--- src/rtl/ser_arb4_pkg.sv ---
// Shared constants and types for the four-channel serial arbiter.
// State encodings are fixed so external checkers can decode the FSM directly.
package ser_arb4_pkg;

    localparam int NCH = 4;

    typedef enum logic [1:0] {
        S_IDLE  = 2'd0,
        S_SHIFT = 2'd1,
        S_GAP   = 2'd2
    } state_t;

    function automatic logic [NCH-1:0] onehot4(input logic [1:0] idx);
        return 4'b0001 << idx;
    endfunction

endpackage

--- src/rtl/ser_arb4_rr_pick4.sv ---
// Combinational round-robin picker: first asserted request at or above ptr, wrapping mod 4.
module rr_pick4
    import ser_arb4_pkg::*;
(
    input  logic [3:0] req,
    input  logic [1:0] ptr,
    output logic [1:0] gnt_idx,
    output logic       any
);

    logic [1:0] idx;

    always_comb begin
        gnt_idx = ptr;
        any     = 1'b0;
        idx     = ptr;
        for (int k = 0; k < NCH; k++) begin
            idx = ptr + 2'(k);
            if (!any && req[idx]) begin
                gnt_idx = idx;
                any     = 1'b1;
            end
        end
    end

endmodule

--- src/rtl/ser_arb4.sv ---
// Four-channel round-robin arbiter feeding one MSB-first serial shifter.
// Handshake: req[i] is a level; a one-cycle ack[i] marks capture of data word i.
module ser_arb4
    import ser_arb4_pkg::*;
#(
    parameter int WIDTH   = 8,
    parameter int GAP_CYC = 1
) (
    input  logic                 clk,
    input  logic                 rst,
    input  logic                 en,
    input  logic [3:0]           req,
    input  logic [NCH*WIDTH-1:0] data,
    output logic [3:0]           ack,
    output logic [1:0]           ch,
    output logic                 busy,
    output logic                 so
);

    state_t           state_q, state_d;
    logic [WIDTH-1:0] shreg_q, shreg_d;
    logic [4:0]       bit_q, bit_d;
    logic [3:0]       gap_q, gap_d;
    logic [1:0]       ptr_q, ptr_d;
    logic [1:0]       ch_d;
    logic [3:0]       ack_d;
    logic             busy_d;

    logic [1:0]       gnt_idx;
    logic             gnt_any;

    rr_pick4 u_pick (
        .req     (req),
        .ptr     (ptr_q),
        .gnt_idx (gnt_idx),
        .any     (gnt_any)
    );

    always_ff @(posedge clk or posedge rst) begin
        if (rst) begin
            state_q <= S_IDLE;
            shreg_q <= '0;
            bit_q   <= '0;
            gap_q   <= '0;
            ptr_q   <= '0;
            ch      <= '0;
            ack     <= '0;
            busy    <= 1'b0;
        end else begin
            state_q <= state_d;
            shreg_q <= shreg_d;
            bit_q   <= bit_d;
            gap_q   <= gap_d;
            ptr_q   <= ptr_d;
            ch      <= ch_d;
            ack     <= ack_d;
            busy    <= busy_d;
        end
    end

    always_comb begin
        state_d = state_q;
        shreg_d = shreg_q;
        bit_d   = bit_q;
        gap_d   = gap_q;
        ptr_d   = ptr_q;
        ch_d    = ch;
        ack_d   = '0;
        busy_d  = busy;
        unique case (state_q)
            S_IDLE: begin
                if (en && gnt_any) begin
                    shreg_d = data[int'(gnt_idx)*WIDTH +: WIDTH];
                    ch_d    = gnt_idx;
                    ack_d   = onehot4(gnt_idx);
                    busy_d  = 1'b1;
                    bit_d   = '0;
                    state_d = S_SHIFT;
                end
            end
            S_SHIFT: begin
                shreg_d = shreg_q << 1;
                bit_d   = bit_q + 5'd1;
                // Pointer advances only once the frame is done, so a held req waits its turn.
                if (bit_q == 5'(WIDTH-1)) begin
                    busy_d = 1'b0;
                    ptr_d  = ch + 2'd1;
                    if (GAP_CYC > 0) begin
                        gap_d   = 4'(GAP_CYC-1);
                        state_d = S_GAP;
                    end else begin
                        state_d = S_IDLE;
                    end
                end
            end
            S_GAP: begin
                if (gap_q == 4'd0) begin
                    state_d = S_IDLE;
                end else begin
                    gap_d = gap_q - 4'd1;
                end
            end
            default: state_d = S_IDLE;
        endcase
    end

    assign so = busy & shreg_q[WIDTH-1];

endmodule
--- config.mk ---
export PLATFORM = sky130hd
export DESIGN_NAME = ser_arb4
export DESIGN_NICKNAME = d
export VERILOG_FILES = /design/src/rtl/ser_arb4_pkg.sv /design/src/rtl/ser_arb4_rr_pick4.sv /design/src/rtl/ser_arb4.sv
export SDC_FILE = /design/constraint.sdc
export NUM_CORES = 1
export LEC_CHECK = 0
export ABC_CLOCK_PERIOD_IN_PS = 2000
export BUFFER_PORTS_ARGS = -buffer_cell sky130_fd_sc_hd__buf_2
export CORE_MARGIN = 1.5
export CORE_UTILIZATION = 45
export CTS_CLUSTER_DIAMETER = 120
export CTS_CLUSTER_SIZE = 20
export DETAILED_ROUTE_END_ITERATION = 8
export GPL_TIMING_DRIVEN = 0
export PLACE_DENSITY = 0.75
export SKIP_LAST_GASP = 1
export SLEW_MARGIN = 10
export SYNTH_ARGS = -nofsm -noshare
export SYNTH_HDL_FRONTEND = slang
export SYNTH_SLANG_ARGS = --single-unit
--- constraint.sdc ---
create_clock -name clk -period 2 [get_ports clk]
set_input_delay 0.4 -clock clk [delete_from_list [all_inputs] [get_ports clk]]
set_output_delay 0.4 -clock clk [all_outputs]
set_load 0.02 [all_outputs]
==> metrics.csv <==
metric,value,unit
H-tree depth reported by CTS,1,
required time at the worst-slack endpoint,2.23,ns
simple-gate share of the synthesized area,17.4,%
max-slew violation count,0,
Hold Crit Class,in -> async,
number of warnings printed during yosys synthesis,0,
result of the run,"complete, no violations",
final net count,252,
combined area of all synthesized cells,1620,sq um
final WL,3400,um
Synth-to-Final Area Change,19.2,%
largest net degree at the start of global routing,29,
Antenna Violating Nets Remaining,0,
"Reg clk slew, reported paths",0.14,ns
mux cell area share after synthesis,8.88,%
Cell Rows,21,
maximum net fanout on the critical path,10,
number of sinks handled by clock tree synthesis,28,
clock root cell,clkbuf_4,
antenna violations before repair,0,
power density normalized to cell area,1110,nW/um^2
Post-synth EDFFs,0,
Tightest Pin Transition,1.02,ns
Setup Viol. Count Final,0,
worst endpoint data arrival time,1.99,ns
number of input and output port buffers inserted,46,
number of flip-flops and latches in the synthesized netlist,28,
average vias per placed instance,5.38,
storage element area,701,sq um
slew margin rel.,32.1,%
complex-gate fraction of the synthesized area,24.7,%
clock tree from TritonCTS,yes,
number of top-level pins,47,
critical setup path kind,reg -> reg,
"Cell Chain, Critical Path",clkbuf_1 > nor2_2 > nand2_1 > o21ai_0 > mux2_2,
placeable core region,3390,sq um
critical path's top delay family,simple AND/OR/NAND/NOR gates,
slowest cell on the critical path,dfrtp_1,
number of setup buffers added after CTS,0,
total nets after synthesis,201,
violation count after the first detailed-route iteration,51,
DRC violations left,0,
Mapped Avg Cell Area,10.1,sq um
Post-Synth Adder-Cell Area,1.54,%
combined area of the multi-input logic cells,868,sq um
post-DR wirelength/cell,13.3,um
Die W,63.0,um
CTS buffer count,3,
post-cts repair resize count,0,
startpoint type of the worst setup path,flop,
count of TritonRoute iterations in the first routing pass,4,
CTS Buffer Depth,2,
unrepaired setup endpoints after global routing,no,
insertion delay to the later sink of the worst-skew pair,0.32,ns
Max Cap Violations,0,
area of the die,3970,sq um
Worst VDD drop,0.000551,V
dominant synthesized flop cell,dfrtp_1,
global placement routability congestion,0.745,
Cells after Synth,160,
starting density of the core,47.8,%
buffer and inverter count on the worst path,1,
final critical delay including setup and external delays,1.76,ns
overall power consumption,0.00213,W
total half-perimeter wirelength after legalization and detailed placement,2620,um
achievable frequency,567,MHz
sum of negative setup slack,0,ns
register area share after synthesis,43.2,%
placed cell area,1910,sq um
main combinational cell family by area after synthesis,compound AO/OA/AOI/OAI gates,
CTS Hold Buffers Added,0,
xor/xnor cell area share of the yosys netlist,1.08,%
floorplan die height,63.0,um
diode count,0,
fraction of layout instances using a drive strength above 1,32.1,%
Leak,0.938,nW
first-pass GRT wire length,5770,um
setup slack of the worst register-to-register path,0.24,ns
Tot GR Track Use,18.0,%
Final Hold Vio Count,0,
number of unique standard cell types used by synthesis,42,
post-route cell area,1930,sq um
share of synthesized flip-flops with an asynchronous set or reset,100,%
number of global-route vias before repair,1247,
slowest cell delay on critical path,0.39,ns
Fin Clk Skew,0.00531,ns
Final period util,88.1,%
aggregate global routing overflow,0,
vias after detailed routing,1372,
Filler cells,321,
type of element capturing the critical path,flop,
[through the flow]
stage               util (%)  hold slack [ns]  cells  setup slack [ns]
floorplan                  -            0.456    160             0.449
finish                  57.0            0.292    255             0.238
global route            57.0            0.396    255            0.0681
global placement        56.3            0.480    252            0.0523
detailed placement      56.3            0.495    252            0.0338
CTS                     57.0            0.338    255             0.234
[synthesized netlist by cell type, drive strengths merged (2+ instances only)]
library cell   n  area, sq um
o211ai         7         52.6
nand3          3         20.0
o31ai          7         52.6
buf            4         28.8
nor3b          2         15.0
nor3           5         30.0
o21ai          7         46.3
nand2          8         30.0
ha             2         25.0
a21oi          4         20.0
dfrtp         28          701
inv            5         18.8
o21a           4         30.0
a22o           2         17.5
a22oi          8         73.8
nor4           2         18.8
a21o           9         67.6
mux2i         11          110
nand4          8         50.1
mux2           3         33.8
nor2          17         66.3
nor2b          3         21.3
[path summary, 6_finish.rpt]
path                       depth (start not counted)         end       start
hold reg to reg                                    2  shreg_q[0]  shreg_q[0]
setup / recovery                                   5    gap_q[0]  state_q[1]
hold / removal                                     2    ptr_q[1]         rst
max in group asynchronous                          2    bit_q[0]         rst
setup reg to reg                                   5    gap_q[0]  state_q[1]
min in group clk                                   3  shreg_q[0]    data[24]
[final cells by class]
class	count	share of cell area, %
multi-input cells	122	45.0
flip-flops and latches	28	36.3
repair buffers	46	11.9
well taps	46	2.98
plain buffers	5	1.69
clock buffers	3	1.17
inverters	5	0.972
[flip-flops by register name (all words and copies together), names as in the netlist]
name and flops:
shreg_q 8, ack 4, state_q 2, ptr_q 2
busy 1, gap_q 4, bit_q 5, ch 2
[where the power goes]
| group | leakage [nW] | total, W | internal, W | switching [W] |
|---|---|---|---|---|
| Sequential | 0.360 | 0.000896 | 0.000739 | 0.000157 |
| Clock | 0.0138 | 0.000228 | 0.0000705 | 0.000157 |
| Combinational | 0.564 | 0.00101 | 0.000446 | 0.000564 |
[cell families (layout without fill, tap and decap cells)]
logic type | count (synthesis) | after routing
buffers and inverters | 10 | 59
multiplexers | 14 | 14
AND/OR/NAND/NOR | 52 | 52
adder cells (fa/ha/maj) | 2 | 2
flip-flops | 28 | 28
AO/OA/AOI/OAI | 52 | 52
XOR/XNOR | 2 | 2
[routing by layer]
| metal | vias to the layer above | GRT usage (%) | share of wire (%) | routed length [um] |
|---|---|---|---|---|
| met2 | 28 | 27.1 | 45 | 1520 |
| met4 | 0 | 5.00 | 0.56 | 19 |
| met1 | 639 | 27.2 | 51 | 1720 |
| met3 | 2 | 1.98 | 4.0 | 135 |
| li1 | 703 | - | - | - |
| met5 | - | 0 | 0 | 0 |
[cells in the final DEF, fill, tap and decap left out, types with 2 or more instances in the layout]
master,instances
a21o_1,9
a21oi_1,4
a22o_1,2
a22oi_1,7
buf_2,48
clkbuf_4,3
dfrtp_1,28
ha_1,2
inv_1,5
mux2_2,3
mux2i_1,11
nand2_1,8
nand3_1,2
nand4_1,8
nor2_1,16
nor2b_1,2
nor3_1,4
nor3b_1,2
o211ai_1,7
o21a_1,4
o21ai_0,4
o21ai_2,3
o31ai_1,7
No activity file was read; power rests on OpenSTA's default activity.
